===== src/rtl/ram_arbiter.sv =====
// Purpose: shares one RAM port between requester A and requester B using round-robin, and routes each read response back to the port that issued the read.
// Latency: a granted command appears on mem_* 1 cycle later; a read response reaches the issuing port 1 cycle after mem_data_read_valid.
// Backpressure: X_ready is the same-cycle grant; reads stall only while MAX_OUTST reads are in flight and no response pops this cycle.

module ram_arbiter #(
    parameter int ADDR_W    = 32,
    parameter int DATA_W    = 16,
    parameter int MAX_OUTST = 4
) (
    input  logic              clk,
    input  logic              reset,

    input  logic [ADDR_W-1:0] a_addr,
    input  logic              a_wr_en,
    input  logic              a_rd_en,
    input  logic [DATA_W-1:0] a_data_write,
    output logic              a_ready,
    output logic [DATA_W-1:0] a_data_read,
    output logic              a_data_read_valid,

    input  logic [ADDR_W-1:0] b_addr,
    input  logic              b_wr_en,
    input  logic              b_rd_en,
    input  logic [DATA_W-1:0] b_data_write,
    output logic              b_ready,
    output logic [DATA_W-1:0] b_data_read,
    output logic              b_data_read_valid,

    output logic [ADDR_W-1:0] mem_addr,
    output logic              mem_wr_en,
    output logic              mem_rd_en,
    output logic [DATA_W-1:0] mem_data_write,
    input  logic [DATA_W-1:0] mem_data_read,
    input  logic              mem_data_read_valid,

    output logic              err_both
);

    // Pointer width is kept at least 1 bit so a depth-1 FIFO still elaborates.
    localparam int PW = (MAX_OUTST > 1) ? $clog2(MAX_OUTST) : 1;
    localparam int CW = $clog2(MAX_OUTST + 1);
    localparam logic [CW-1:0] FULL_CNT = CW'(MAX_OUTST);
    localparam logic [PW-1:0] LAST_PTR = PW'(MAX_OUTST - 1);

    // Round-robin pointer: names the port that wins the next two-way contention.
    typedef enum logic {
        PORT_A = 1'b0,
        PORT_B = 1'b1
    } port_t;

    port_t rr_ptr;
    port_t rr_next;

    // Request decode. A port driving wr_en and rd_en together is treated as a write.
    logic a_req;
    logic a_is_wr;
    logic a_is_rd;
    logic b_req;
    logic b_is_wr;
    logic b_is_rd;

    // Tag FIFO state. Each entry holds the id of the port that issued an outstanding read (1 = B).
    logic [MAX_OUTST-1:0] tag_mem;
    logic [PW-1:0]        wr_ptr;
    logic [PW-1:0]        rd_ptr;
    logic [CW-1:0]        fifo_count;
    logic                 fifo_empty;
    logic                 push;
    logic                 pop;
    logic                 push_tag;
    logic                 head_is_b;

    // Arbitration.
    logic rd_room;
    logic a_elig;
    logic b_elig;
    logic grant_a;
    logic grant_b;

    // Classify each port's request; a simultaneous read is dropped in favour of the write.
    always_comb begin
        a_req   = a_wr_en | a_rd_en;
        a_is_wr = a_wr_en;
        a_is_rd = a_rd_en & ~a_wr_en;
        b_req   = b_wr_en | b_rd_en;
        b_is_wr = b_wr_en;
        b_is_rd = b_rd_en & ~b_wr_en;
    end

    // Pop the tag FIFO on a response only when something is outstanding; stray strobes are ignored.
    always_comb begin
        fifo_empty = (fifo_count == '0);
        pop        = mem_data_read_valid & ~fifo_empty;
        head_is_b  = tag_mem[rd_ptr];
    end

    // Eligibility and grant. A read may take the slot freed by a pop in the same cycle.
    always_comb begin
        rd_room = (fifo_count < FULL_CNT) | pop;
        a_elig  = a_req & (a_is_wr | rd_room);
        b_elig  = b_req & (b_is_wr | rd_room);
        grant_a = 1'b0;
        grant_b = 1'b0;
        if (reset) begin
            if (a_elig && (!b_elig || rr_ptr == PORT_A)) begin
                grant_a = 1'b1;
            end else if (b_elig) begin
                grant_b = 1'b1;
            end
        end
    end

    // Ready is the grant itself, so acceptance is simply ready at the clock edge.
    always_comb begin
        a_ready  = grant_a;
        b_ready  = grant_b;
        push     = (grant_a & a_is_rd) | (grant_b & b_is_rd);
        push_tag = grant_b;
    end

    // Round-robin state register.
    always_ff @(posedge clk or negedge reset) begin
        if (!reset) begin
            rr_ptr <= PORT_A;
        end else begin
            rr_ptr <= rr_next;
        end
    end

    // Round-robin next state: after any grant, favour the port that lost.
    always_comb begin
        rr_next = rr_ptr;
        if (grant_a) begin
            rr_next = PORT_B;
        end else if (grant_b) begin
            rr_next = PORT_A;
        end
    end

    // Register the winning command onto the RAM bus; enables pulse for one cycle, addr/data hold.
    always_ff @(posedge clk or negedge reset) begin
        if (!reset) begin
            mem_wr_en      <= 1'b0;
            mem_rd_en      <= 1'b0;
            mem_addr       <= '0;
            mem_data_write <= '0;
        end else begin
            mem_wr_en <= (grant_a & a_is_wr) | (grant_b & b_is_wr);
            mem_rd_en <= push;
            if (grant_a) begin
                mem_addr       <= a_addr;
                mem_data_write <= a_data_write;
            end else if (grant_b) begin
                mem_addr       <= b_addr;
                mem_data_write <= b_data_write;
            end
        end
    end

    // Tag storage; entries are only read behind a valid count, so no reset is needed.
    always_ff @(posedge clk) begin
        if (push) begin
            tag_mem[wr_ptr] <= push_tag;
        end
    end

    // Tag FIFO pointers and occupancy; reset empties it so late responses are dropped.
    always_ff @(posedge clk or negedge reset) begin
        if (!reset) begin
            wr_ptr     <= '0;
            rd_ptr     <= '0;
            fifo_count <= '0;
        end else begin
            if (push) begin
                wr_ptr <= (wr_ptr == LAST_PTR) ? '0 : wr_ptr + 1'b1;
            end
            if (pop) begin
                rd_ptr <= (rd_ptr == LAST_PTR) ? '0 : rd_ptr + 1'b1;
            end
            case ({push, pop})
                2'b10:   fifo_count <= fifo_count + 1'b1;
                2'b01:   fifo_count <= fifo_count - 1'b1;
                default: ;
            endcase
        end
    end

    // Steer each popped response to the port named by the FIFO head; read data holds between strobes.
    always_ff @(posedge clk or negedge reset) begin
        if (!reset) begin
            a_data_read_valid <= 1'b0;
            b_data_read_valid <= 1'b0;
            a_data_read       <= '0;
            b_data_read       <= '0;
        end else begin
            a_data_read_valid <= pop & ~head_is_b;
            b_data_read_valid <= pop & head_is_b;
            if (pop && !head_is_b) begin
                a_data_read <= mem_data_read;
            end
            if (pop && head_is_b) begin
                b_data_read <= mem_data_read;
            end
        end
    end

    // Sticky flag for a port driving wr_en and rd_en together; only reset clears it.
    always_ff @(posedge clk or negedge reset) begin
        if (!reset) begin
            err_both <= 1'b0;
        end else if ((a_wr_en && a_rd_en) || (b_wr_en && b_rd_en)) begin
            err_both <= 1'b1;
        end
    end

endmodule

===== config.mk =====
export PLATFORM = sky130hd
export DESIGN_NAME = ram_arbiter
export DESIGN_NICKNAME = d
export VERILOG_FILES = /design/src/rtl/ram_arbiter.sv
export SDC_FILE = /design/constraint.sdc
export NUM_CORES = 1
export LEC_CHECK = 0
export ABC_AREA = 1
export BUFFER_PORTS_ARGS = -buffer_cell sky130_fd_sc_hd__buf_2
export CAP_MARGIN = 30
export CORE_ASPECT_RATIO = 1.75
export CORE_MARGIN = 8
export CORE_UTILIZATION = 43
export DETAILED_ROUTE_END_ITERATION = 6
export PLACE_DENSITY_LB_ADDON = 0.15
export SLEW_MARGIN = 20
export SYNTH_ARGS = -nofsm -noshare
export SYNTH_HDL_FRONTEND = slang
export SYNTH_SLANG_ARGS = --single-unit

===== constraint.sdc =====
create_clock -name clk -period 4.9 [get_ports clk]
set_input_delay 0.98 -clock clk [delete_from_list [all_inputs] [get_ports clk]]
set_output_delay 0.98 -clock clk [all_outputs]
set_load 0.05 [all_outputs]

==> reports/metrics.cfg <==
[yosys]
synth_compound_area_share_pct=5.14
synth-seq-cells=97
synthArstFlopShare_pct=95.9
yosys-mux-area-fraction_pct=0.266
gate_count_of_the_mapped_netlist=475
synth_top_area_share_pct=55.0
synth_cell_types=25
synth_xor_xnor_area_share_pct=0.414
synth_enable_flop_cells=4
dominant_combinational_cell_family_by_area_after_synthesis=simple AND/OR/NAND/NOR gates
synth_fa_ha_area_share_pct=2.25
netlist_top_cells_area=dfrtp_1, nand2_1, nand3_1
synth_simple_gate_area_share_pct=27.4
cell_taking_the_most_area_after_synthesis=dfrtp_1
total_standard_cell_area_after_synthesis_um2=4230
post_synth.cell_area_avg_um2=8.91
synth_sequential_area_ratio_pct=57.8
synthesized_net_count=601
synth_top_flop_cell=dfrtp_1
ys.warnings.count=0

[finish]
nets=796
final_design_area_no_fill_um2=5630
post_route_cells_drive_above_1_share_pct=35.6
antenna_cells_inserted=0
fin_util_pct=57.9
synthToLayoutAreaGrowth_pct=33.0

[clock_network]
cts.clk_slew.worst_paths_ns=0.07
post_cts_setup_buffer_count=0
cts-resized-gates=0
clock-root-buffer=clkbuf_16
max-clock-path-buffers=2
cts_hold_buffers=0
cts_tree=yes
cts-buffers-inserted=9
ctsHtreeMaxLevel=3
clock_sink_count=97
clk_latency_ns=0.34

[grt]
grt_overflow=0
grt_max_degree=62
number_of_global_route_vias_before_repair=4096
grt_first_pass_wirelength_um=20000
number_of_antenna_violations_at_the_first_check_in_global_routing=0
grt.total_usage_pct=18.6

[pwr]
powerDensity_nw_per_um2=734
leakage_nw=3.09
vdd.ir_drop.worst_uv=347

[timing]
layout_min_cycle_time_ns=3.01
rsz0062_at_grt=no
final_hold_viol_count=0
whs_ns=0.479
clock-skew-final_ns=0.00644
setup_viol_count_final=0
worst_setup_slack_after_layout_ns=1.89
fin_tns_setup_ns=0
max_clock_freq_mhz=332
max_slew.worst_pin.slew_ns=0.760
pins_over_slew_limit=0
final.period_utilization_pct=61.4
timing.max_slew.rel_slack_pct=49.3

[setup_path]
critical_path_peak_fanout=36
criticalPathCategory=in2out
crit_path_end_kind=output pin
cp_data_arrival_time_ns=2.03
startpoint_type=input port
worst_ep_required_time_ns=3.92

[drt]
drt_wirelength_um=12300
vias_per_inst=4.91
antenna_left=0
drt_iter0_drc=94
detail_route.first_pass.iterations=4
wl_per_cell_um=15.4
drcViolationCount=0
detailroute.via_count=3930

[floorplan]
design.core.area_um2=9730
floorplan.initialDensity_pct=43.5
io_pins=206
placement_rows=48
die_height_um=147
fp.dieW_um=91
die_area_um2=13400

[hold_path]
timing.hold.worst.class=reg2reg

[placement]
post_dp_cell_area_um2=5310
detailed_place_hpwl_um=9340
globalplace.congestion=0.788
place_worst_setup_slack_ns=1.68
port_buffers=205

[status]
run_status=finished clean

[run]
max_cap_violations=0

## cell usage in the layout, fill, tap and decap left out, drive strengths merged
master	Yosys	routed
buf	20	210
clkinv	0	2
o21ai	37	37
nand4	1	1
fa	1	1
a21oi	3	3
nand3	105	105
o22ai	1	1
ha	6	6
xnor2	1	1
nor2	10	10
xor2	1	1
clkbuf	6	9
dfrtp	93	93
inv	36	39
nand2	149	149
edfxtp	4	4
mux2	1	1
bufinv	0	2
## per-stage QoR
stage,cells,power (mW)
after floorplan,475,2.87
after global placement,784,3.37
after detailed placement,784,3.41
after CTS,800,4.19
after global routing,800,4.38
final,800,4.13
## final timing paths
kind,start,end,slack [ns],cells after the start
worst min register to register,a_data_read[15],a_data_read[15],0.48,2
worst min-delay path,a_data_read[15],a_data_read[15],0.48,2
worst max register to register,fifo_count[2],fifo_count[2],2.65,11
min in group asynchronous,reset,rr_ptr,0.58,1
worst max-delay path,reset,b_ready,1.89,6
max in group asynchronous,reset,mem_wr_en,3.18,2
## sequential cells by signal (all words and copies together), names as in the netlist
| name | cells |
|---|---|
| wr_ptr | 2 |
| a_data_read_valid | 1 |
| rd_ptr | 2 |
| fifo_count | 3 |
| err_both | 1 |
| b_data_read_valid | 1 |
| mem_addr | 32 |
| tag_mem | 4 |
| mem_data_write | 16 |
| a_data_read | 16 |
| mem_rd_en | 1 |
| rr_ptr | 1 |
| mem_wr_en | 1 |
| b_data_read | 16 |
## cell type report
class                           instances  area (µm²)
Clock buffer                            9         225
Clock inverter                          7         100
Fill cell                             935        4100
Inverter                               36         135
Multi-Input combinational cell        316        1500
Sequential cell                        97        2450
Tap cell                              125         156
Timing Repair Buffer                  210        1070
## power breakdown
group	switching (mW)	total (mW)	internal, mW
Combinational	1.60	2.06	0.461
Clock	0.303	0.755	0.452
Sequential	0.189	1.32	1.13
## worst max-delay path: stages
cell     delay, ns
buf_4         0.37
inv_1         0.12
nor2_2        0.16
nand2_2       0.08
inv_2         0.06
buf_2         0.25
## per-layer routing
layer  up-vias  global-route usage [%]  share of wire, %
met5         -                       0                 0
met4         0                    9.23               3.2
met3        27                    6.44               7.6
met2       180                    30.3                49
met1      1801                    21.1                40
li1       1922                       -                 -
## cell families after synthesis
family,count (synthesis)
adders and majority gates,7
AOI/OAI and AO/OA,41
xor gates and xnor gates,2
and+or+nand+nor,265
DFF,97
buffers and inverters,62
muxes,1
## synth_stat cells, types with 3 or more instances
| master | n |
|---|---|
| nand3_1 | 101 |
| nand2_2 | 3 |
| o21ai_1 | 5 |
| buf_2 | 15 |
| ha_1 | 6 |
| nand2_1 | 146 |
| nor2_1 | 9 |
| inv_1 | 32 |
| o21ai_0 | 32 |
| nand3_2 | 4 |
| inv_2 | 4 |
| dfrtp_1 | 93 |
| clkbuf_1 | 6 |
| edfxtp_1 | 4 |
| buf_6 | 4 |
Note: power is estimated with default switching activity, not from simulation.
